[config.mk]
export PLATFORM = sky130hd
export DESIGN_NAME = branch_resolve_unit_flat
export DESIGN_NICKNAME = d
export VERILOG_FILES = /design/src/rtl/bp_pkg.sv /design/src/rtl/branch_resolve_unit_if.sv /design/src/rtl/br_inflight_fifo.sv /design/src/rtl/branch_resolve_unit.sv /design/src/flat_wrapper.sv
export SDC_FILE = /design/constraint.sdc
export NUM_CORES = 1
export LEC_CHECK = 0
export ABC_CLOCK_PERIOD_IN_PS = 11800
export CORE_MARGIN = 2
export CORE_UTILIZATION = 45
export DETAILED_ROUTE_END_ITERATION = 12
export GPL_TIMING_DRIVEN = 0
export HOLD_SLACK_MARGIN = 0.08
export PLACE_DENSITY = 0.69
export SETUP_SLACK_MARGIN = 0.15
export SLEW_MARGIN = 20
export SYNTH_ARGS = -nofsm -noshare
export SYNTH_HDL_FRONTEND = slang
export SYNTH_SLANG_ARGS = --single-unit
[constraint.sdc]
create_clock -name clk -period 11.8 [get_ports clk]
set_clock_uncertainty 0.15 [all_clocks]
set_input_delay 1.77 -clock clk [delete_from_list [all_inputs] [get_ports clk]]
set_output_delay 1.77 -clock clk [all_outputs]
set_load 0.02 [all_outputs]
[src/rtl/bp_pkg.sv]
// Package: bp_pkg
// Shared definitions for the branch resolve unit: the 2-bit counter
// encodings, the in-flight queue entry layout, and the saturating
// counter transition function used to train the branch history table.
package bp_pkg;

  localparam logic [1:0] ST_T  = 2'b11;  // strongly taken
  localparam logic [1:0] ST_WT = 2'b10;  // weakly taken
  localparam logic [1:0] ST_WN = 2'b01;  // weakly not-taken
  localparam logic [1:0] ST_N  = 2'b00;  // strongly not-taken

  // One in-flight branch: 32 + 2 + 32 = 66 bits.
  typedef struct packed {
    logic [31:0] pc;
    logic [1:0]  state;
    logic [31:0] target;
  } br_entry_t;

  // Saturating 2-bit counter step toward the resolved direction.
  function automatic logic [1:0] sat2_next(input logic [1:0] state, input logic taken);
    logic [1:0] nxt;
    case (state)
      ST_N:    nxt = taken ? ST_WN : ST_N;
      ST_WN:   nxt = taken ? ST_WT : ST_N;
      ST_WT:   nxt = taken ? ST_T  : ST_WN;
      ST_T:    nxt = taken ? ST_T  : ST_WT;
      default: nxt = ST_N;
    endcase
    return nxt;
  endfunction

endpackage

[src/rtl/branch_resolve_unit_if.sv]
// Interface: branch_resolve_unit_if
// Bundles the fetch push side, the EX resolve side and all status/result
// outputs of the branch resolve unit.
//   master : drives pred_* / ex_*, observes results (fetch/EX side, bench)
//   slave  : the branch resolve unit itself
interface branch_resolve_unit_if #(
  parameter int DEPTH = 4,
  parameter int CNT_W = 16
);
  localparam int CW = $clog2(DEPTH) + 1;

  logic              pred_valid;
  logic [31:0]       pred_pc;
  logic [1:0]        pred_state;
  logic [31:0]       pred_target;
  logic              ex_valid;
  logic              ex_taken;
  logic [31:0]       ex_target;
  logic              q_full;
  logic [CW-1:0]     q_count;
  logic              upd_valid;
  logic [31:0]       upd_pc;
  logic [1:0]        upd_state;
  logic              flush;
  logic [31:0]       redirect_pc;
  logic [CNT_W-1:0]  br_count;
  logic [CNT_W-1:0]  miss_count;
  logic              err_ovf;
  logic              err_unf;

  modport master (
    output pred_valid, pred_pc, pred_state, pred_target,
    output ex_valid, ex_taken, ex_target,
    input  q_full, q_count, upd_valid, upd_pc, upd_state, flush, redirect_pc,
    input  br_count, miss_count, err_ovf, err_unf
  );

  modport slave (
    input  pred_valid, pred_pc, pred_state, pred_target,
    input  ex_valid, ex_taken, ex_target,
    output q_full, q_count, upd_valid, upd_pc, upd_state, flush, redirect_pc,
    output br_count, miss_count, err_ovf, err_unf
  );
endinterface

[src/rtl/br_inflight_fifo.sv]
// Module: br_inflight_fifo
// DEPTH x 66-bit circular buffer of predicted branches awaiting resolution.
// Ports:
//   clk, rst   clock, asynchronous active-high reset
//   push, din  write din at the tail (accepted if not full, or if popping)
//   pop, dout  dout is the head entry; pop advances the head (ignored if empty)
//   clear      drop all entries; takes priority over push and pop
//   count      entries held, full = (count == DEPTH), both registered
module br_inflight_fifo import bp_pkg::*; #(
  parameter int DEPTH = 4
) (
  input  logic                   clk,
  input  logic                   rst,
  input  logic                   push,
  input  logic                   pop,
  input  logic                   clear,
  input  br_entry_t              din,
  output br_entry_t              dout,
  output logic [$clog2(DEPTH):0] count,
  output logic                   full
);
  localparam int PW = $clog2(DEPTH);
  localparam logic [PW:0] DEPTH_C = (PW+1)'(DEPTH);

  br_entry_t       mem_r [DEPTH];
  logic [PW-1:0]   wr_ptr_r;
  logic [PW-1:0]   rd_ptr_r;
  logic [PW:0]     count_r;
  logic [PW:0]     count_nxt_s;
  logic            full_r;
  logic            push_ok_s;
  logic            pop_ok_s;

  // Accept/advance decisions and the next occupancy.
  always_comb begin
    pop_ok_s    = pop && (count_r != '0);
    push_ok_s   = push && (!full_r || pop_ok_s);
    count_nxt_s = count_r;
    case ({push_ok_s, pop_ok_s})
      2'b10:   count_nxt_s = count_r + (PW+1)'(1);
      2'b01:   count_nxt_s = count_r - (PW+1)'(1);
      default: count_nxt_s = count_r;
    endcase
  end

  // Pointers, occupancy and full flag; pointers wrap naturally (DEPTH is 2^PW).
  always_ff @(posedge clk or posedge rst) begin
    if (rst) begin
      wr_ptr_r <= '0;
      rd_ptr_r <= '0;
      count_r  <= '0;
      full_r   <= 1'b0;
    end else if (clear) begin
      wr_ptr_r <= '0;
      rd_ptr_r <= '0;
      count_r  <= '0;
      full_r   <= 1'b0;
    end else begin
      if (push_ok_s) wr_ptr_r <= wr_ptr_r + PW'(1);
      if (pop_ok_s)  rd_ptr_r <= rd_ptr_r + PW'(1);
      count_r <= count_nxt_s;
      full_r  <= (count_nxt_s == DEPTH_C);
    end
  end

  // Entry storage; a cleared cycle writes nothing.
  always_ff @(posedge clk or posedge rst) begin
    if (rst) begin
      for (int i = 0; i < DEPTH; i++) mem_r[i] <= '0;
    end else if (push_ok_s && !clear) begin
      mem_r[wr_ptr_r] <= din;
    end
  end

  assign dout  = mem_r[rd_ptr_r];
  assign count = count_r;
  assign full  = full_r;
endmodule

[src/rtl/branch_resolve_unit.sv]
// Module: branch_resolve_unit
// EX-stage companion of the 2-bit BHT. Holds predicted branches in flight,
// compares the oldest against the EX resolution, and produces the BHT
// training update plus flush/redirect toward the PC mux.
// Ports:
//   clk, rst  clock, asynchronous active-high reset
//   bus       branch_resolve_unit_if.slave: pred_* push, ex_* resolve,
//             q_full/q_count, upd_* pulse, flush/redirect_pc, statistics,
//             sticky err_ovf/err_unf. All result outputs are registered.
module branch_resolve_unit import bp_pkg::*; #(
  parameter int DEPTH = 4,
  parameter int CNT_W = 16
) (
  input  logic                   clk,
  input  logic                   rst,
  branch_resolve_unit_if.slave   bus
);
  localparam int CW = $clog2(DEPTH) + 1;

  br_entry_t         head_s;
  br_entry_t         push_entry_s;
  logic [CW-1:0]     count_s;
  logic              full_s;
  logic              resolve_s;
  logic              unf_s;
  logic              ovf_s;
  logic              push_s;
  logic              mispredict_s;
  logic [1:0]        next_state_s;
  logic [31:0]       redirect_s;

  logic              upd_valid_r;
  logic [31:0]       upd_pc_r;
  logic [1:0]        upd_state_r;
  logic              flush_r;
  logic [31:0]       redirect_r;
  logic [CNT_W-1:0]  br_count_r;
  logic [CNT_W-1:0]  miss_count_r;
  logic              err_ovf_r;
  logic              err_unf_r;

  // Resolve compare and push/error qualification for this cycle.
  always_comb begin
    push_entry_s.pc     = bus.pred_pc;
    push_entry_s.state  = bus.pred_state;
    push_entry_s.target = bus.pred_target;
    resolve_s    = bus.ex_valid && (count_s != '0);
    unf_s        = bus.ex_valid && (count_s == '0);
    // Wrong direction, or right "taken" guess with a wrong target.
    mispredict_s = resolve_s &&
                   ((head_s.state[1] != bus.ex_taken) ||
                    (bus.ex_taken && head_s.state[1] && (head_s.target != bus.ex_target)));
    // A mispredict flushes the queue, so a same-cycle push is wrong-path and dropped silently.
    push_s       = bus.pred_valid && !mispredict_s;
    ovf_s        = bus.pred_valid && full_s && !resolve_s;
    next_state_s = sat2_next(head_s.state, bus.ex_taken);
    redirect_s   = bus.ex_taken ? bus.ex_target : (head_s.pc + 32'd4);
  end

  br_inflight_fifo #(.DEPTH(DEPTH)) u_fifo (
    .clk   (clk),
    .rst   (rst),
    .push  (push_s),
    .pop   (resolve_s),
    .clear (mispredict_s),
    .din   (push_entry_s),
    .dout  (head_s),
    .count (count_s),
    .full  (full_s)
  );

  // Registered resolve results, statistics and sticky errors.
  always_ff @(posedge clk or posedge rst) begin
    if (rst) begin
      upd_valid_r  <= 1'b0;
      upd_pc_r     <= 32'd0;
      upd_state_r  <= 2'b00;
      flush_r      <= 1'b0;
      redirect_r   <= 32'd0;
      br_count_r   <= '0;
      miss_count_r <= '0;
      err_ovf_r    <= 1'b0;
      err_unf_r    <= 1'b0;
    end else begin
      upd_valid_r <= resolve_s;
      flush_r     <= mispredict_s;
      if (resolve_s) begin
        upd_pc_r    <= head_s.pc;
        upd_state_r <= next_state_s;
      end
      if (mispredict_s) redirect_r <= redirect_s;
      if (resolve_s && (br_count_r != '1))      br_count_r   <= br_count_r + CNT_W'(1);
      if (mispredict_s && (miss_count_r != '1)) miss_count_r <= miss_count_r + CNT_W'(1);
      if (ovf_s) err_ovf_r <= 1'b1;
      if (unf_s) err_unf_r <= 1'b1;
    end
  end

  assign bus.q_full      = full_s;
  assign bus.q_count     = count_s;
  assign bus.upd_valid   = upd_valid_r;
  assign bus.upd_pc      = upd_pc_r;
  assign bus.upd_state   = upd_state_r;
  assign bus.flush       = flush_r;
  assign bus.redirect_pc = redirect_r;
  assign bus.br_count    = br_count_r;
  assign bus.miss_count  = miss_count_r;
  assign bus.err_ovf     = err_ovf_r;
  assign bus.err_unf     = err_unf_r;
endmodule

[src/flat_wrapper.sv]
// flat-port wrapper written by rule: the top's interface ports become plain ports
module branch_resolve_unit_flat import bp_pkg::*;
#(
  parameter int DEPTH = 4,
  parameter int CNT_W = 16
)
  (clk, rst, bus_pred_valid, bus_pred_pc, bus_pred_state, bus_pred_target, bus_ex_valid, bus_ex_taken, bus_ex_target, bus_q_full, bus_q_count, bus_upd_valid, bus_upd_pc, bus_upd_state, bus_flush, bus_redirect_pc, bus_br_count, bus_miss_count, bus_err_ovf, bus_err_unf);
  branch_resolve_unit_if #(.DEPTH(DEPTH), .CNT_W(CNT_W)) bus_i ();
  input  logic clk;
  input  logic rst;
  input wire logic [$bits(bus_i.pred_valid)-1:0] bus_pred_valid;
  input wire logic [$bits(bus_i.pred_pc)-1:0] bus_pred_pc;
  input wire logic [$bits(bus_i.pred_state)-1:0] bus_pred_state;
  input wire logic [$bits(bus_i.pred_target)-1:0] bus_pred_target;
  input wire logic [$bits(bus_i.ex_valid)-1:0] bus_ex_valid;
  input wire logic [$bits(bus_i.ex_taken)-1:0] bus_ex_taken;
  input wire logic [$bits(bus_i.ex_target)-1:0] bus_ex_target;
  output wire logic [$bits(bus_i.q_full)-1:0] bus_q_full;
  output wire logic [$bits(bus_i.q_count)-1:0] bus_q_count;
  output wire logic [$bits(bus_i.upd_valid)-1:0] bus_upd_valid;
  output wire logic [$bits(bus_i.upd_pc)-1:0] bus_upd_pc;
  output wire logic [$bits(bus_i.upd_state)-1:0] bus_upd_state;
  output wire logic [$bits(bus_i.flush)-1:0] bus_flush;
  output wire logic [$bits(bus_i.redirect_pc)-1:0] bus_redirect_pc;
  output wire logic [$bits(bus_i.br_count)-1:0] bus_br_count;
  output wire logic [$bits(bus_i.miss_count)-1:0] bus_miss_count;
  output wire logic [$bits(bus_i.err_ovf)-1:0] bus_err_ovf;
  output wire logic [$bits(bus_i.err_unf)-1:0] bus_err_unf;
  assign bus_i.pred_valid = bus_pred_valid;
  assign bus_i.pred_pc = bus_pred_pc;
  assign bus_i.pred_state = bus_pred_state;
  assign bus_i.pred_target = bus_pred_target;
  assign bus_i.ex_valid = bus_ex_valid;
  assign bus_i.ex_taken = bus_ex_taken;
  assign bus_i.ex_target = bus_ex_target;
  assign bus_q_full = bus_i.q_full;
  assign bus_q_count = bus_i.q_count;
  assign bus_upd_valid = bus_i.upd_valid;
  assign bus_upd_pc = bus_i.upd_pc;
  assign bus_upd_state = bus_i.upd_state;
  assign bus_flush = bus_i.flush;
  assign bus_redirect_pc = bus_i.redirect_pc;
  assign bus_br_count = bus_i.br_count;
  assign bus_miss_count = bus_i.miss_count;
  assign bus_err_ovf = bus_i.err_ovf;
  assign bus_err_unf = bus_i.err_unf;
  branch_resolve_unit #(.DEPTH(DEPTH), .CNT_W(CNT_W)) u_core (.clk(clk), .rst(rst), .bus(bus_i));
endmodule
==> insert_results.sql <==
INSERT INTO impl_metrics (metric_group, metric, value, unit) VALUES
('floorplan', 'initial_utilization', '45.8', '%'),
('clock_network', 'cts_resized', '0', ''),
('hold_path', 'hold_depth', '1', ''),
('worst_setup_path', 'worstPathArrival', '5.46', 'ns'),
('timing', 'finalCritPeriodShare', '44.2', '%'),
('placed_design', 'io_buffers', '208', ''),
('floorplan', 'fp.dieH', '200', 'um'),
('floorplan', 'die_width', '200', 'um'),
('yosys', 'average_cell_area_after_synthesis', '13.8', 'um2'),
('power', 'p_leak', '9.05', 'nW'),
('final_layout', 'fillers', '3074', ''),
('route', 'detail_route.wl_per_cell', '22.0', 'um'),
('final_layout', 'num-nets-final', '1629', ''),
('timing', 'timing.max_slew.rel_slack', '42.9', '%'),
('global_route', 'grt_first_pass_wirelength', '70200', 'um'),
('timing', 'achievable-frequency', '0.192', 'GHz'),
('clock_network', 'cts_tree', 'done', ''),
('floorplan', 'floorplan.die_area', '40000', 'um2'),
('timing', 'timing_max_transition_violations_final', '0', ''),
('power', 'p_per_area', '274', 'nW/um2'),
('yosys', 'post_synth_inst_count', '1254', ''),
('worst_setup_path', 'worstSetupStartpoint', 'bus_ex_valid', ''),
('yosys', 'yosysSeqAreaShare', '54.1', '%'),
('yosys', 'ys_warn_count', '0', ''),
('global_route', 'grt_pass1_vias', '11700', ''),
('worst_setup_path', 'startpoint_type_of_the_worst_setup_path', 'primary input', ''),
('global_route', 'number_of_antenna_violations_at_the_first_check_in_global_routing', '3', ''),
('yosys', 'yosysTopAreaCell', 'sky130_fd_sc_hd__dfrtp_1', ''),
('worst_setup_path', 'crit_path_required_time', '12.04', 'ns'),
('final_layout', 'areaGrowthSynthToFinish', '24.6', '%'),
('route', 'detailedRoute.firstPassIterationCount', '5', ''),
('route', 'routed-via-count', '11300', ''),
('final_layout', 'regArea', '9360', 'um2'),
('worst_setup_path', 'crit_path_end_kind', 'flop', ''),
('yosys', 'synth_async_sr_flop_share', '100', '%'),
('worst_setup_path', 'path_class', 'in2reg', ''),
('job', 'drv.max_cap_violation_count', '0', ''),
('yosys', 'number_of_flops_mapped_to_enable_cells_by_yosys', '0', ''),
('yosys', 'post_synth_instance_area', '17300', 'um2'),
('route', 'total_length_of_routed_wires', '45300', 'um'),
('yosys', 'yosysUniqueCellTypes', '48', ''),
('yosys', 'synth_top_flop_cell', 'sky130_fd_sc_hd__dfrtp_1', ''),
('global_route', 'grt_usage', '22.8', '%'),
('global_route', 'grt-ovfl-total', '0', ''),
('clock_network', 'clkTransAtPathRegs', '0.06', 'ns'),
('route', 'drc', '0', ''),
('clock_network', 'insertion_delay', '0.53', 'ns'),
('worst_setup_path', 'timing.rr.start', 'u_core.u_fifo.rd_ptr_r[1]', ''),
('placed_design', 'place.detailed.hpwl', '33700', 'um'),
('final_layout', 'multiInputGateArea', '7330', 'um2'),
('clock_network', 'cts_max_level', '2', ''),
('floorplan', 'ios', '209', ''),
('clock_network', 'postCtsHoldBufs', '0', ''),
('clock_network', 'cts_root_cell', 'sky130_fd_sc_hd__clkbuf_16', ''),
('worst_setup_path', 'rr_endpoint', 'u_core.u_fifo.full', ''),
('timing', 'final_hold_viol_count', '0', ''),
('yosys', 'synth_fp_nets', '1367', ''),
('timing', 'worst_pin_slew', '0.849', 'ns'),
('timing', 'timing.final.crit_period', '5.22', 'ns'),
('worst_setup_path', 'reg2regPathDepth', '17', ''),
('final_layout', 'stdcell_count', '2055', ''),
('placed_design', 'routabilityCongestion', '0.841', ''),
('final_layout', 'post_route_cells_drive_above_1_share', '20.0', '%'),
('timing', 'finalSetupTns', '0', 'ns'),
('global_route', 'grt_max_degree', '36', ''),
('timing', 'setup_viol_count_final', '0', ''),
('power', 'vdd_drop_max', '0.163', 'mV'),
('route', 'route.detailed.vias_per_inst', '5.50', ''),
('timing', 'setup_repair_after_global_routing_missed_its_margin', 'no', ''),
('clock_network', 'cts_post_setup_buffers_inserted', '0', ''),
('status', 'run_status', 'finished, final reports clean', '');
-- how the worst min path moves through the flow --
stage / start / endpoint / slack, ns
detailed placement: u_core.bus.err_unf / u_core.bus.err_unf / 0.31
finish: u_core.bus.err_unf / u_core.bus.err_unf / 0.32
global placement: u_core.bus.err_unf / u_core.bus.err_unf / 0.29
CTS: u_core.bus.err_unf / u_core.bus.err_unf / 0.32
global route: u_core.bus.err_unf / u_core.bus.err_unf / 0.34
floorplan: u_core.u_fifo.mem_r[100] / u_core.u_fifo.mem_r[100] / 0.30
-- synth_stat cells, types with 2 or more instances --
master                       n
sky130_fd_sc_hd__mux2i_1    14
sky130_fd_sc_hd__nor2_1     29
sky130_fd_sc_hd__mux2_1    160
sky130_fd_sc_hd__buf_1       3
sky130_fd_sc_hd__mux4_2     65
sky130_fd_sc_hd__dfrtp_1   374
sky130_fd_sc_hd__nand2_1   149
sky130_fd_sc_hd__nor2b_1     2
sky130_fd_sc_hd__nand4_1    20
sky130_fd_sc_hd__o21ai_0    44
sky130_fd_sc_hd__a21oi_1    17
sky130_fd_sc_hd__xor2_1     36
sky130_fd_sc_hd__nor4_1      4
sky130_fd_sc_hd__a211oi_1    2
sky130_fd_sc_hd__o21ai_1     3
sky130_fd_sc_hd__nor3b_1     3
sky130_fd_sc_hd__and3_1      8
sky130_fd_sc_hd__mux2_2    116
sky130_fd_sc_hd__buf_6       8
sky130_fd_sc_hd__inv_1      13
sky130_fd_sc_hd__xnor2_1    52
sky130_fd_sc_hd__clkbuf_1   16
sky130_fd_sc_hd__nor3_1     12
sky130_fd_sc_hd__nand3_1    25
sky130_fd_sc_hd__or4_1       2
sky130_fd_sc_hd__or3_1       5
sky130_fd_sc_hd__buf_2       3
sky130_fd_sc_hd__nor2b_4     4
sky130_fd_sc_hd__ha_1        9
sky130_fd_sc_hd__nand2b_1    3
sky130_fd_sc_hd__and4_1      2
sky130_fd_sc_hd__buf_4      18
sky130_fd_sc_hd__buf_8      17
sky130_fd_sc_hd__nor4_2      2
-- cells by family after synthesis --
group / Yosys count / share of synthesized area [%]
simple gates: 273 / 7.37
mux: 355 / 27.2
xor+xnor: 88 / 4.45
flops: 374 / 54.1
compound gates: 73 / 2.45
fa+ha+maj: 11 / 0.824
buf+inv: 80 / 3.60
-- metrics by stage --
stage	util (%)	setup WS (ns)	power (mW)
after global placement	53.1	2.45	4.61
after CTS	57.1	6.68	5.96
after floorplan	-	4.86	3.82
after detailed placement	53.7	6.14	4.70
after global routing	57.1	6.41	6.25
final	57.1	6.58	5.92
-- sequential cells by signal (all words and copies together), names as in the netlist --
signal / count
u_core.u_fifo.mem_r: 264
u_core.bus.redirect_pc: 32
u_core.bus.upd_pc: 32
u_core.bus.br_count: 16
u_core.bus.miss_count: 16
u_core.u_fifo.count: 3
u_core.bus.upd_state: 2
u_core.u_fifo.rd_ptr_r: 2
u_core.u_fifo.wr_ptr_r: 2
u_core.bus.err_ovf: 1
u_core.bus.err_unf: 1
u_core.bus.flush: 1
u_core.bus.upd_valid: 1
u_core.u_fifo.full: 1
-- area by class of cell --
type | count | area share (%)
antenna | 1 | 0.0116
buffer | 65 | 2.63
clock buffer | 62 | 5.54
clock inverter | 7 | 0.406
inverter | 15 | 0.278
multi-input combinational | 800 | 34.0
sequential | 374 | 43.4
tap | 511 | 2.96
timing repair buffer | 220 | 10.8
-- where the power goes --
group	leakage [nW]	internal, mW	switching, mW
Combinational	3.87	1.24	1.21
Clock	0.628	0.737	0.500
Sequential	4.55	1.89	0.339
Total	9.05	3.87	2.05
-- layout by cell type (no fill, tap or decap), types with 28 or more instances in the layout --
| master | count |
|---|---|
| sky130_fd_sc_hd__clkdlybuf4s50_1 | 208 |
| sky130_fd_sc_hd__clkbuf_1 | 28 |
| sky130_fd_sc_hd__nand2_1 | 149 |
| sky130_fd_sc_hd__clkbuf_16 | 41 |
| sky130_fd_sc_hd__mux2_2 | 116 |
| sky130_fd_sc_hd__dfrtp_1 | 374 |
| sky130_fd_sc_hd__xor2_1 | 36 |
| sky130_fd_sc_hd__nor2_1 | 29 |
| sky130_fd_sc_hd__xnor2_1 | 52 |
| sky130_fd_sc_hd__mux2_1 | 160 |
| sky130_fd_sc_hd__o21ai_0 | 44 |
| sky130_fd_sc_hd__mux4_2 | 65 |
-- critical path, stage by stage --
cell,delay [ns]
sky130_fd_sc_hd__clkdlybuf4s50_1,0.44
sky130_fd_sc_hd__nand2b_1,0.08
sky130_fd_sc_hd__clkbuf_1,0.64
sky130_fd_sc_hd__clkinv_1,0.62
sky130_fd_sc_hd__o21ai_0,0.48
sky130_fd_sc_hd__a32oi_4,0.24
sky130_fd_sc_hd__ha_1,0.32
sky130_fd_sc_hd__inv_1,0.08
sky130_fd_sc_hd__fa_1,0.41
sky130_fd_sc_hd__nor2b_1,0.15
sky130_fd_sc_hd__a22oi_1,0.14
sky130_fd_sc_hd__nor3_1,0.06
-- layer usage --
layer / vias up / track usage [%] / routed length [um]
met5: - / 0 / 28
met4: 4 / 6.05 / 1120
met3: 74 / 4.20 / 2820
met2: 347 / 35.7 / 20700
met1: 5872 / 32.9 / 20600
li1: 5008 / - / -
Power figures use the tool's default switching activity.
